===== src/rtl/fp12_pkg.sv =====
// Shared definitions for the 12-bit float format (1 sign, 5 exponent, 6 fraction, bias 15).
// Used by the divider; the multiplier is to be migrated onto the same package.
package fp12_pkg;

   localparam int FP_W    = 12;
   localparam int EXP_W   = 5;
   localparam int FRAC_W  = 6;
   localparam int BIAS    = 15;
   localparam int EXP_SAT = 30;
   localparam int unsigned QBITS = 8;

   localparam logic [FP_W-1:0] SAT_VALUE  = 12'h7B0;
   localparam logic [FP_W-1:0] ZERO_VALUE = 12'h000;

   typedef struct packed {
      logic              sign;
      logic [EXP_W-1:0]  exp;
      logic [FRAC_W-1:0] frac;
   } fp12_t;

   typedef enum logic [1:0] {StIdle, StDivide, StNorm, StDone} div_state_e;

   // A zero exponent field means zero; denormals are not represented.
   function automatic logic is_zero(fp12_t x);
      return x.exp == '0;
   endfunction

endpackage


===== src/rtl/floating_point_divider_if.sv =====
// Operand/result handshake bundle for the fp12 divider.
interface floating_point_divider_if;

   logic [11:0] a;
   logic [11:0] b;
   logic        valid_in;
   logic        in_ready;
   logic [11:0] result;
   logic        valid_out;
   logic        out_ready;

   modport master (
      output a, b, valid_in, out_ready,
      input  in_ready, result, valid_out
   );

   modport slave (
      input  a, b, valid_in, out_ready,
      output in_ready, result, valid_out
   );

endinterface


===== src/rtl/fp12_mant_divider.sv =====
// Restoring mantissa divider: one quotient bit per cycle, QBITS cycles after start_i.
module fp12_mant_divider
   import fp12_pkg::*;
(
   input  logic             clk,
   input  logic             rst,
   input  logic             start_i,
   input  logic [7:0]       dividend_i,
   input  logic [6:0]       divisor_i,
   output logic [QBITS-1:0] quot_o,
   output logic             done_o
);

   localparam int unsigned CntW = $clog2(QBITS);

   logic [7:0]       r_q, r_d;
   logic [6:0]       d_q, d_d;
   logic [QBITS-1:0] q_q, q_d;
   logic [CntW-1:0]  cnt_q, cnt_d;
   logic             busy_q, busy_d;
   logic             ge;
   logic [7:0]       r_sub;

   // done_o flags the cycle whose edge performs the final step.
   assign done_o = busy_q && (cnt_q == CntW'(QBITS - 1));
   assign quot_o = q_q;

   always_comb begin
      r_d    = r_q;
      d_d    = d_q;
      q_d    = q_q;
      cnt_d  = cnt_q;
      busy_d = busy_q;
      ge     = r_q >= {1'b0, d_q};
      r_sub  = ge ? (r_q - {1'b0, d_q}) : r_q;
      if (start_i) begin
         r_d    = dividend_i;
         d_d    = divisor_i;
         q_d    = '0;
         cnt_d  = '0;
         busy_d = 1'b1;
      end else if (busy_q) begin
         r_d   = {r_sub[6:0], 1'b0};
         q_d   = {q_q[QBITS-2:0], ge};
         cnt_d = cnt_q + 1'b1;
         if (done_o) busy_d = 1'b0;
      end
   end

   always_ff @(posedge clk or posedge rst) begin
      if (rst) begin
         r_q    <= '0;
         d_q    <= '0;
         q_q    <= '0;
         cnt_q  <= '0;
         busy_q <= 1'b0;
      end else begin
         r_q    <= r_d;
         d_q    <= d_d;
         q_q    <= q_d;
         cnt_q  <= cnt_d;
         busy_q <= busy_d;
      end
   end

endmodule


===== src/rtl/floating_point_divider.sv =====
// fp12 divider top: handshake FSM, special cases, exponent path and normalisation
// around the iterative mantissa core.
module floating_point_divider
   import fp12_pkg::*;
#(
   parameter int Bias   = BIAS,
   parameter int ExpSat = EXP_SAT
) (
   input  logic                      clk,
   input  logic                      rst,
   floating_point_divider_if.slave   bus_io
);

   div_state_e        state_q;
   logic              sign_q;
   logic signed [7:0] exp_q;
   logic [FP_W-1:0]   result_q;
   logic              valid_q;

   fp12_t             a_op, b_op;
   logic              accept, start;
   logic signed [7:0] exp_diff;
   logic signed [7:0] norm_exp;
   logic [5:0]        norm_frac;
   logic [FP_W-1:0]   norm_result;
   logic [QBITS-1:0]  quot;
   logic              core_done;

   assign bus_io.in_ready  = (state_q == StIdle);
   assign bus_io.result    = result_q;
   assign bus_io.valid_out = valid_q;

   always_comb begin
      a_op     = fp12_t'(bus_io.a);
      b_op     = fp12_t'(bus_io.b);
      accept   = bus_io.valid_in && (state_q == StIdle);
      start    = accept && !is_zero(a_op) && !is_zero(b_op);
      exp_diff = {3'b000, a_op.exp} - {3'b000, b_op.exp} + 8'(Bias);
   end

   // Quotient of two [1,2) mantissas lies in (0.5,2); a clear MSB needs one left shift.
   always_comb begin
      norm_exp  = quot[7] ? exp_q : exp_q - 8'sd1;
      norm_frac = quot[7] ? quot[6:1] : quot[5:0];
      if (norm_exp <= 8'sd0) begin
         norm_result = ZERO_VALUE;
      end else if (norm_exp >= $signed(8'(ExpSat))) begin
         norm_result = SAT_VALUE;
      end else begin
         norm_result = {sign_q, norm_exp[4:0], norm_frac};
      end
   end

   fp12_mant_divider u_mant (
      .clk        (clk),
      .rst        (rst),
      .start_i    (start),
      .dividend_i ({2'b01, a_op.frac}),
      .divisor_i  ({1'b1, b_op.frac}),
      .quot_o     (quot),
      .done_o     (core_done)
   );

   always_ff @(posedge clk or posedge rst) begin
      if (rst) begin
         state_q  <= StIdle;
         sign_q   <= 1'b0;
         exp_q    <= '0;
         result_q <= ZERO_VALUE;
         valid_q  <= 1'b0;
      end else begin
         unique case (state_q)
            StIdle: begin
               if (accept) begin
                  sign_q <= a_op.sign ^ b_op.sign;
                  exp_q  <= exp_diff;
                  if (is_zero(b_op)) begin
                     result_q <= SAT_VALUE;
                     valid_q  <= 1'b1;
                     state_q  <= StDone;
                  end else if (is_zero(a_op)) begin
                     result_q <= ZERO_VALUE;
                     valid_q  <= 1'b1;
                     state_q  <= StDone;
                  end else begin
                     state_q <= StDivide;
                  end
               end
            end
            StDivide: begin
               if (core_done) state_q <= StNorm;
            end
            StNorm: begin
               result_q <= norm_result;
               valid_q  <= 1'b1;
               state_q  <= StDone;
            end
            StDone: begin
               if (bus_io.out_ready) begin
                  valid_q <= 1'b0;
                  state_q <= StIdle;
               end
            end
            default: state_q <= StIdle;
         endcase
      end
   end

endmodule


===== src/flat_wrapper.sv =====
// flat-port wrapper written by rule: the top's interface ports become plain ports
module floating_point_divider_flat import fp12_pkg::*;
#(
   parameter int Bias   = BIAS,
   parameter int ExpSat = EXP_SAT
)
  (clk, rst, bus_io_a, bus_io_b, bus_io_valid_in, bus_io_out_ready, bus_io_in_ready, bus_io_result, bus_io_valid_out);
  floating_point_divider_if bus_io_i ();
  input  logic clk;
  input  logic rst;
  input wire logic [$bits(bus_io_i.a)-1:0] bus_io_a;
  input wire logic [$bits(bus_io_i.b)-1:0] bus_io_b;
  input wire logic [$bits(bus_io_i.valid_in)-1:0] bus_io_valid_in;
  input wire logic [$bits(bus_io_i.out_ready)-1:0] bus_io_out_ready;
  output wire logic [$bits(bus_io_i.in_ready)-1:0] bus_io_in_ready;
  output wire logic [$bits(bus_io_i.result)-1:0] bus_io_result;
  output wire logic [$bits(bus_io_i.valid_out)-1:0] bus_io_valid_out;
  assign bus_io_i.a = bus_io_a;
  assign bus_io_i.b = bus_io_b;
  assign bus_io_i.valid_in = bus_io_valid_in;
  assign bus_io_i.out_ready = bus_io_out_ready;
  assign bus_io_in_ready = bus_io_i.in_ready;
  assign bus_io_result = bus_io_i.result;
  assign bus_io_valid_out = bus_io_i.valid_out;
  floating_point_divider #(.Bias(Bias), .ExpSat(ExpSat)) u_core (.clk(clk), .rst(rst), .bus_io(bus_io_i));
endmodule

===== config.mk =====
export PLATFORM = sky130hd
export DESIGN_NAME = floating_point_divider_flat
export DESIGN_NICKNAME = d
export VERILOG_FILES = /design/src/rtl/fp12_pkg.sv /design/src/rtl/floating_point_divider_if.sv /design/src/rtl/fp12_mant_divider.sv /design/src/rtl/floating_point_divider.sv /design/src/flat_wrapper.sv
export SDC_FILE = /design/constraint.sdc
export NUM_CORES = 1
export LEC_CHECK = 0
export ABC_CLOCK_PERIOD_IN_PS = 3150
export CAP_MARGIN = 20
export CORE_MARGIN = 1.5
export CORE_UTILIZATION = 35
export CTS_CLUSTER_DIAMETER = 100
export CTS_CLUSTER_SIZE = 30
export DETAILED_ROUTE_END_ITERATION = 8
export PLACE_DENSITY_LB_ADDON = 0.08
export SETUP_SLACK_MARGIN = 0.4
export SYNTH_ARGS = -nofsm -noshare
export SYNTH_HDL_FRONTEND = slang
export SYNTH_SLANG_ARGS = --single-unit
export TNS_END_PERCENT = 1

===== constraint.sdc =====
create_clock -name clk -period 3.15 [get_ports clk]
set_input_delay 0.4725 -clock clk [delete_from_list [all_inputs] [get_ports clk]]
set_output_delay 0.4725 -clock clk [all_outputs]
set_load 0.05 [all_outputs]

==> results of run 1 <==
[cells in the final DEF, fill, tap and decap left out, types with 7 or more instances in the layout]
cell	netlist	routed
o21ai_1	8	8
nand3_1	7	7
clkdlybuf4s50_1	0	41
nor2_1	33	33
o22ai_1	7	7
o21ai_0	28	28
dfrtp_1	51	51
mux2i_1	19	19
buf_4	0	9
ha_1	20	20
nand2_1	34	34
a21oi_1	16	16
xnor2_1	9	9
inv_1	28	27
[registers in the layout (all words and copies together) (netlist names)]
name                     count
u_core.bus_io.valid_out      1
u_core.state_q               2
u_core.sign_q                1
u_core.u_mant.r_q            8
u_core.u_mant.d_q            7
u_core.u_mant.busy_q         1
u_core.bus_io.result        12
u_core.u_mant.cnt_q          3
u_core.exp_q                 8
u_core.u_mant.quot_o         8
[cell families after synthesis]
logic type | share of synthesized area
AO/OA/AOI/OAI | 0.170
AND/OR/NAND/NOR | 0.183
adder cells (fa/ha/maj) | 0.0909
XOR/XNOR | 0.0357
flip-flops | 0.400
buffers and inverters | 0.0470
multiplexers | 0.0737
[cells in the mapped netlist (3+ instances only)]
cell	n	area share
xor2_1	4	0.011
inv_1	28	0.033
o22a_1	3	0.0082
o21ai_0	28	0.044
a22o_1	3	0.0082
a21oi_1	16	0.025
o21a_1	5	0.012
o22ai_1	7	0.014
nor3_1	5	0.0078
o211ai_1	3	0.0071
nand2b_1	3	0.0059
mux2i_1	19	0.060
nor4_1	3	0.0059
dfrtp_1	51	0.40
nand2_1	34	0.040
clkbuf_1	8	0.0094
or4_1	3	0.0071
nand3_1	7	0.011
nor2b_1	5	0.0098
mux2_2	4	0.014
o21ai_1	8	0.013
nor2_1	33	0.039
ha_1	20	0.078
o31a_1	3	0.0082
xnor2_1	9	0.025
[report_power, final]
group	total [W]	internal (W)	leakage, nW	switching (W)
Sequential	0.00121	0.000954	0.627	0.000251
Combinational	0.00254	0.00109	1.04	0.00145
Clock	0.000403	0.000163	0.0452	0.000241
[stage by stage]
stage,total power (W),hold slack [ns]
after floorplan,0.00310,0.418
after global placement,0.00374,0.434
after detailed placement,0.00376,0.441
after CTS,0.00418,0.467
after global routing,0.00453,0.490
final,0.00415,0.469
[final timing paths]
path	endpoint	slack, ns	depth (start not counted)
hold / removal	u_core.u_mant.d_q[6]	0.47	2
setup reg to reg	u_core.u_mant.r_q[2]	0.62	9
hold reg to reg	u_core.u_mant.d_q[6]	0.47	2
min in group asynchronous	u_core.exp_q[3]	0.65	3
max in group asynchronous	u_core.exp_q[2]	2.05	3
setup / recovery	bus_io_in_ready	0.55	3
[routing by layer]
metal,GRT usage,vias to the layer above
li1,-,1324
met1,0.248,1221
met4,0.0347,0
met5,0,-
met3,0.0248,4
met2,0.243,35
[cell type report]
| class | count | area (µm²) | share of cell area |
|---|---|---|---|
| multi-input combinational | 258 | 1770 | 0.458 |
| clock buffer | 5 | 68.8 | 0.0178 |
| clock inverter | 3 | 25.0 | 0.00648 |
| tap | 108 | 135 | 0.0350 |
| timing repair buffer | 50 | 478 | 0.124 |
| inverter | 29 | 109 | 0.0282 |
| sequential | 51 | 1280 | 0.330 |
[critical path: stages (launching register included)]
cell             delay, ns
dfrtp_1               0.42
inv_1                 0.10
ha_1                  0.40
clkdlybuf4s50_1       0.89
==> flow_summary.yaml, run 1 <==
synthesis:
  syn_nets: 397
  synth.distinct_cells: 52
  yosysSeqAreaShare: 0.400
  ys_ff_latch: 51
  yosys_warnings: 0
  mappedNetlistArea_mm2: 0.00319
  synth_edf_count: 0
  synthFlopType: "dfrtp_1"
  ys_async_sr_fraction: 1.00
  netlist_instances: 347
  avgSynthCellArea_um2: 9.20
routing:
  drt-initial-drc-count: 48
  vias: 2584
  route.detailed.drc: 0
  wl_per_cell_um: 14.4
  drtAntennaViolNets: 0
  dr.pass1.iters: 4
  vias_per_cell: 5.13
  drt_wl_total_mm: 7.25
  route.met2.wl_mm: 3.11
  routed-wl-met3_um: 206
  top_layer_used: "met4"
  wl_met1_mm: 3.87
global_routing:
  antenna_found_initial: 0
  grt_max_degree: 52
  grt_pass1_wl_mm: 12.8
  grt-ovfl-total: 0
  grt_use_total: 0.162
  grt_pass1_vias: 2596
clock_network:
  post_cts_buffers: 0
  h-tree-depth: 2
  clock_sinks: 51
  post_cts_resized: 0
  cts_made_buffers: 5
  cts.path.max_buffers: 2
  clk_latency_ns: 0.31
  root_buffer: "clkbuf_8"
  cts_tree: "done"
  cts.clk_slew.worst_paths_ns: 0.11
  holdBufCountCts: 0
job:
  maxCapViolCount: 0
sta:
  fin_setup_tns_ns: 0
  rsz0062_at_grt: "no"
  drv_slew: 0
  max_freq_mhz: 385
  post-route-period-util: 0.824
  finalSetupViolCount: 0
  hold_viol: 0
  worstMarginPinSlew_ns: 0.666
  setup_slack_ns: 0.553
  fin_skew_ns: 0.0115
  period_needed_ns: 2.60
  timing.slew.headroom: 0.552
place:
  post-place-ws_ns: 0.234
  placed_area_mm2: 0.00377
  place_congestion: 0.826
  dp.cells: 496
  io_buffers: 41
  hpwl_mm: 5.45
floorplanning:
  fp.dieH_um: 98.5
  start_util: 0.364
  num_rows: 34
  die_area_mm2: 0.00970
  core_area_mm2: 0.00876
  dieWidth_um: 98.5
  boundaryPins: 42
pwr:
  power_leakage_nw: 1.71
  power_density_mw_per_mm2: 1070
  peakVddDrop_v: 0.000410
setup_path:
  crit_required_ns: 2.68
  crit_type: "reg -> out"
  end_kind: "output pin"
  crit_path_start_kind: "flip-flop"
  worstReg2RegStart: "u_core.u_mant.r_q[0]"
  arrival_ns: 2.12
  worstPathMaxFanout: 12
  startpoint: "u_core.state_q[0]"
layout:
  layout.cells.non_filler: 504
  fin_util: 0.441
  areaGrowthSynthToFinish_pct: 21.0
  nets: 445
  n_fill_cell: 887
  drive_gt1_frac: 0.0808
  final_area_mm2: 0.00386
  diodes: 0
outcome:
  status: "complete, no violations"
hold_path:
  hold_path_class: "reg -> reg"
  min_from: "u_core.u_mant.d_q[6]"
Power figures use the tool's default switching activity.
==> run 2, diff against run 1 <==
ABC_CLOCK_PERIOD_IN_PS = 2600   (was 3150)
clock period = 2.6 ns   (was 3.15 ns; I/O delays follow)
==> flow_summary.yaml, run 2 (same netlist as run 1, synthesis figures left out) <==
layout:
  layout.cells.non_filler: 533
  areaGrowthSynthToFinish_pct: 32.8
  final_area_mm2: 0.00424
  nets: 474
  n_fill_cell: 860
  diodes: 0
  drive_gt1_frac: 0.198
  final_common_cell: "dfrtp_1"
  largest_register_ffs: 12
  final_cell_mix: "dfrtp_1, clkdlybuf4s50_1, nand2_1, buf_4, nor2_1"
routing:
  vias_per_cell: 5.03
  dr.pass1.iters: 7
  drt_wl_total_mm: 7.51
  wl_per_cell_um: 14.1
  vias: 2679
  drt-initial-drc-count: 143
  drtAntennaViolNets: 0
  route.detailed.drc: 0
place:
  io_buffers: 41
  dp.cells: 510
  place_congestion: 0.825
  post-place-ws_ns: -0.190
  hpwl_mm: 5.56
  placed_area_mm2: 0.00389
sta:
  fin_skew_ns: 0.0128
  timing.slew.headroom: 0.621
  worstMarginPinSlew_ns: 0.567
  max_freq_mhz: 443
  post-route-period-util: 0.868
  drv_slew: 0
  hold_viol: 0
  rsz0062_at_grt: "yes"
  finalSetupViolCount: 0
  setup_slack_ns: 0.344
  period_needed_ns: 2.26
job:
  maxCapViolCount: 0
global_routing:
  grt-ovfl-total: 0
  grt_pass1_wl_mm: 12.8
  grt_pass1_vias: 2646
  grt_max_degree: 28
  grt_use_total: 0.164
  antenna_found_initial: 0
clock_network:
  holdBufCountCts: 0
  cts_tree: "done"
  clk_latency_ns: 0.31
  cts.path.max_buffers: 2
  root_buffer: "clkbuf_8"
  clock_sinks: 51
  cts_made_buffers: 5
  h-tree-depth: 2
  cts.clk_slew.worst_paths_ns: 0.11
floorplanning:
  dieWidth_um: 98.5
  boundaryPins: 42
  core_area_mm2: 0.00876
  start_util: 0.364
  fp.dieH_um: 98.5
  num_rows: 34
  die_area_mm2: 0.00970
pwr:
  clockPowerShare: 0.089
  p_comb_frac: 0.655
  p_int_w: 0.00314
  swShare: 0.444
  peakVddDrop_v: 0.000636
  power_leakage_nw: 1.90
  power_density_mw_per_mm2: 1330
  seq_power_share: 0.256
  power_w: 0.00566
  power_switching_w: 0.00251
hold_path:
  hold_path_class: "in -> async"
setup_path:
  crit_type: "reg -> reg"
  crit_required_ns: 2.83
  end_kind: "flip-flop"
  worstPathMaxFanout: 6
  crit_path_start_kind: "flip-flop"
  arrival_ns: 2.49
outcome:
  status: "complete, no violations"
-- run 2: cell count changes in the layout (fill, tap and decap cells not counted), moves of 3 or more --
cell     previous run  this run
buf_4               9        34
buf_6               0         3
ha_1               20        16
ha_4                0         3
nor4_1              3         0
nor4_2              0         3
o21ai_2             0         4
-- run 2: metrics by stage --
step | setup TNS (ns) | hold slack, ns | utilization
CTS | 0 | 0.461 | 0.478
global route | 0 | 0.485 | 0.484
detailed placement | -0.347 | 0.436 | 0.444
floorplan | 0 | 0.418 | -
finish | 0 | 0.446 | 0.484
global placement | -0.256 | 0.433 | 0.444
-- run 2: power groups by stage --
stage / logic (W) / registers (W) / clock network (W)
after floorplan: 0.00207 / 0.00169 / 0
after global placement: 0.00321 / 0.00145 / 0
after detailed placement: 0.00323 / 0.00145 / 0
after CTS: 0.00364 / 0.00144 / 0.000520
after global routing: 0.00410 / 0.00151 / 0.000554
final: 0.00370 / 0.00145 / 0.000502
-- run 2: timing repair --
| item | in CTS | in global routing |
|---|---|---|
| resized for setup | 25 | 12 |
| setup buffers | 15 | 0 |
| pin swaps | 20 | 7 |
| setup endpoints to repair | 22 | 26 |
-- run 2: final timing paths --
check	cells past startpoint	slack (ns)	end	startpoint
worst max-delay path	8	0.34	u_core.bus_io.result[6]	u_core.exp_q[1]
worst min-delay path	2	0.45	u_core.bus_io.result[4]	rst
worst max register to register	8	0.34	u_core.bus_io.result[6]	u_core.exp_q[1]
worst min register to register	2	0.46	u_core.u_mant.d_q[6]	u_core.u_mant.d_q[6]
max in group asynchronous	3	1.50	u_core.exp_q[2]	rst
min in group clk	2	0.46	u_core.u_mant.d_q[6]	u_core.u_mant.d_q[6]
-- run 2: metal layers --
layer,vias to the layer above,GRT usage,wire [µm]
li1,1384,-,-
met3,5,0.0319,342
met4,0,0.0390,58
met2,48,0.239,3180
met5,-,0,0
met1,1242,0.250,3920
-- run 2: area by class of cell --
class,count,area (µm²),area share
Clock buffer,6,82.6,0.0195
Clock inverter,2,13.8,0.00325
Inverter,29,109,0.0257
Multi-Input combinational cell,258,1900,0.449
Sequential cell,51,1280,0.301
Tap cell,108,135,0.0319
Timing Repair Buffer,79,717,0.169
-- run 2: critical path: stages, from the launching register on --
cell,delay (ns)
dfrtp_1,0.40
inv_1,0.13
ha_4,0.16
or3b_4,0.37
or4_4,0.49
nand4_2,0.09
a21boi_4,0.24
nand3_4,0.16
o21ai_1,0.15
==> run 3, diff against run 2 <==
CORE_ASPECT_RATIO = 0.5   (was unset)
CTS_CLUSTER_SIZE = 14   (was 30)
==> flow_summary.yaml, run 3 (same netlist as run 1, synthesis figures left out) <==
setup_path:
  crit_type: "reg -> reg"
  worstPathMaxFanout: 4
  reg2reg_depth: 7
  r2r_slack_ns: 0.26
  crit_path_start_kind: "flip-flop"
  cp_top_family: "simple AND/OR/NAND/NOR gates"
  path_cells: "buf_6 -> or4_4 -> nor4b_4 -> mux2_4 -> a21o_1 -> or2_0 -> a21oi_1"
  rr_endpoint: "u_core.bus_io.result[5]"
  crit_path_top_delay_cell: "or4_4"
  cp_slowest_stage_delay_ns: 0.52
  arrival_ns: 2.56
  crit_cells: 7
  crit_required_ns: 2.82
  worstReg2RegStart: "u_core.exp_q[0]"
  end_kind: "flip-flop"
  path_buf_inv: 1
layout:
  final_common_cell: "dfrtp_1"
  drive_gt1_frac: 0.162
  areaGrowthSynthToFinish_pct: 31.1
  largest_register_ffs: 12
  diodes: 0
  nets: 458
  regArea_mm2: 0.00128
  layout.cells.non_filler: 525
  final_cell_mix: "dfrtp_1, clkdlybuf4s50_1, nand2_1"
  fin_util: 0.477
  n_fill_cell: 868
  final_area_mm2: 0.00419
  multi_input_area_mm2: 0.00189
pwr:
  power_density_mw_per_mm2: 1360
  p_comb_frac: 0.613
  power_leakage_nw: 1.86
  swShare: 0.443
  peakVddDrop_v: 0.000424
  power_switching_w: 0.00252
  seq_power_share: 0.256
  clockPowerShare: 0.132
  p_int_w: 0.00317
sta:
  post-route-period-util: 0.899
  drv_slew: 0
  period_needed_ns: 2.34
  timing.slew.headroom: 0.554
  finalSetupViolCount: 0
  finalHoldWorstSlack_ns: 0.447
  max_freq_mhz: 428
  fin_setup_tns_ns: 0
  fin_skew_ns: 0.00888
  worstMarginPinSlew_ns: 0.670
  rsz0062_at_grt: "yes"
  hold_viol: 0
routing:
  vias: 2731
  wl_per_cell_um: 14.8
  drt-initial-drc-count: 81
  vias_per_cell: 5.20
  route.detailed.drc: 0
  drt_wl_total_mm: 7.77
  drtAntennaViolNets: 0
  dr.pass1.iters: 4
global_routing:
  grt-ovfl-total: 0
  grt_pass1_vias: 2660
  grt_pass1_wl_mm: 12.7
  grt_max_degree: 52
  grt_use_total: 0.164
  antenna_found_initial: 0
hold_path:
  hold_end: "u_core.u_mant.d_q[6]"
  min_from: "u_core.u_mant.d_q[6]"
  hold_path_class: "reg -> reg"
  hold_depth: 2
outcome:
  status: "complete, no violations"
clock_network:
  cts_made_buffers: 5
  cts.clk_slew.worst_paths_ns: 0.07
  h-tree-depth: 2
  holdBufCountCts: 0
  clock_sinks: 51
  cts.path.max_buffers: 2
  clk_latency_ns: 0.30
  cts_tree: "done"
  root_buffer: "clkbuf_16"
floorplanning:
  num_rows: 24
  start_util: 0.364
  fp.dieH_um: 70.5
  dieWidth_um: 138
  core_area_mm2: 0.00877
  boundaryPins: 42
  die_area_mm2: 0.00974
place:
  hpwl_mm: 5.61
  place_congestion: 0.742
  placed_area_mm2: 0.00386
  dp.cells: 513
  io_buffers: 41
job:
  maxCapViolCount: 0
[run 3: cell types whose count changed in the layout (fill, tap and decap cells not counted), moves of 2 or more]
cell | previous run | this run
inv_2 | 3 | 5
o21ai_1 | 6 | 4
buf_4 | 34 | 19
clkbuf_8 | 6 | 0
inv_1 | 25 | 23
dlymetal6s2s_1 | 0 | 2
clkbuf_16 | 0 | 5
[run 3: tightest hold or removal path, delay by kind of cell, from the launching register on]
kind                   cells  cell delay, ns
AND/OR/NAND/NOR            1            0.05
flip-flops                 1            0.32
buffers and inverters      1            0.05
[run 3: layout make-up]
| cell class | instances | area share |
|---|---|---|
| inverters | 29 | 0.0260 |
| clock inverters | 1 | 0.00717 |
| repair buffers | 63 | 0.143 |
| well taps | 117 | 0.0350 |
| multi-input cells | 258 | 0.453 |
| flip-flops and latches | 51 | 0.305 |
| clock buffers | 6 | 0.0308 |
[run 3: worst max path at each step]
stage	endpoint	from
detailed placement	u_core.exp_q[5]	bus_io_b[6]
CTS	u_core.exp_q[5]	bus_io_a[6]
finish	u_core.bus_io.result[5]	u_core.exp_q[0]
floorplan	u_core.exp_q[5]	bus_io_a[6]
global placement	u_core.exp_q[5]	bus_io_b[6]
global route	u_core.bus_io.result[4]	u_core.exp_q[0]
[run 3: metal layers]
layer	wire (µm)	global-route usage
met3	265	0.0384
met4	104	0.0456
met2	3700	0.293
met1	3700	0.201
met5	0	0
[run 3: power groups by stage]
stage	clock (W)	sequential, W	combinational [W]
3_5_place_dp	0	0.00146	0.00319
5_1_grt	0.000808	0.00151	0.00381
4_1_cts	0.000774	0.00144	0.00323
3_3_place_gp	0	0.00144	0.00311
6_report	0.000748	0.00146	0.00349
2_1_floorplan	0	0.00169	0.00207
[run 3: per-stage QoR]
stage / power (W) / setup WS, ns
floorplan: 0.00376 / 0.290
global placement: 0.00455 / -0.143
detailed placement: 0.00464 / -0.208
CTS: 0.00544 / 0.170
global route: 0.00612 / 0.185
finish: 0.00569 / 0.262
[run 3: timing repair]
item | 4_1_cts | 5_1_grt
pin swaps | 0 | 15
setup buffers | 1 | 4
resized for setup | 4 | 31
setup endpoints to repair | 21 | 22
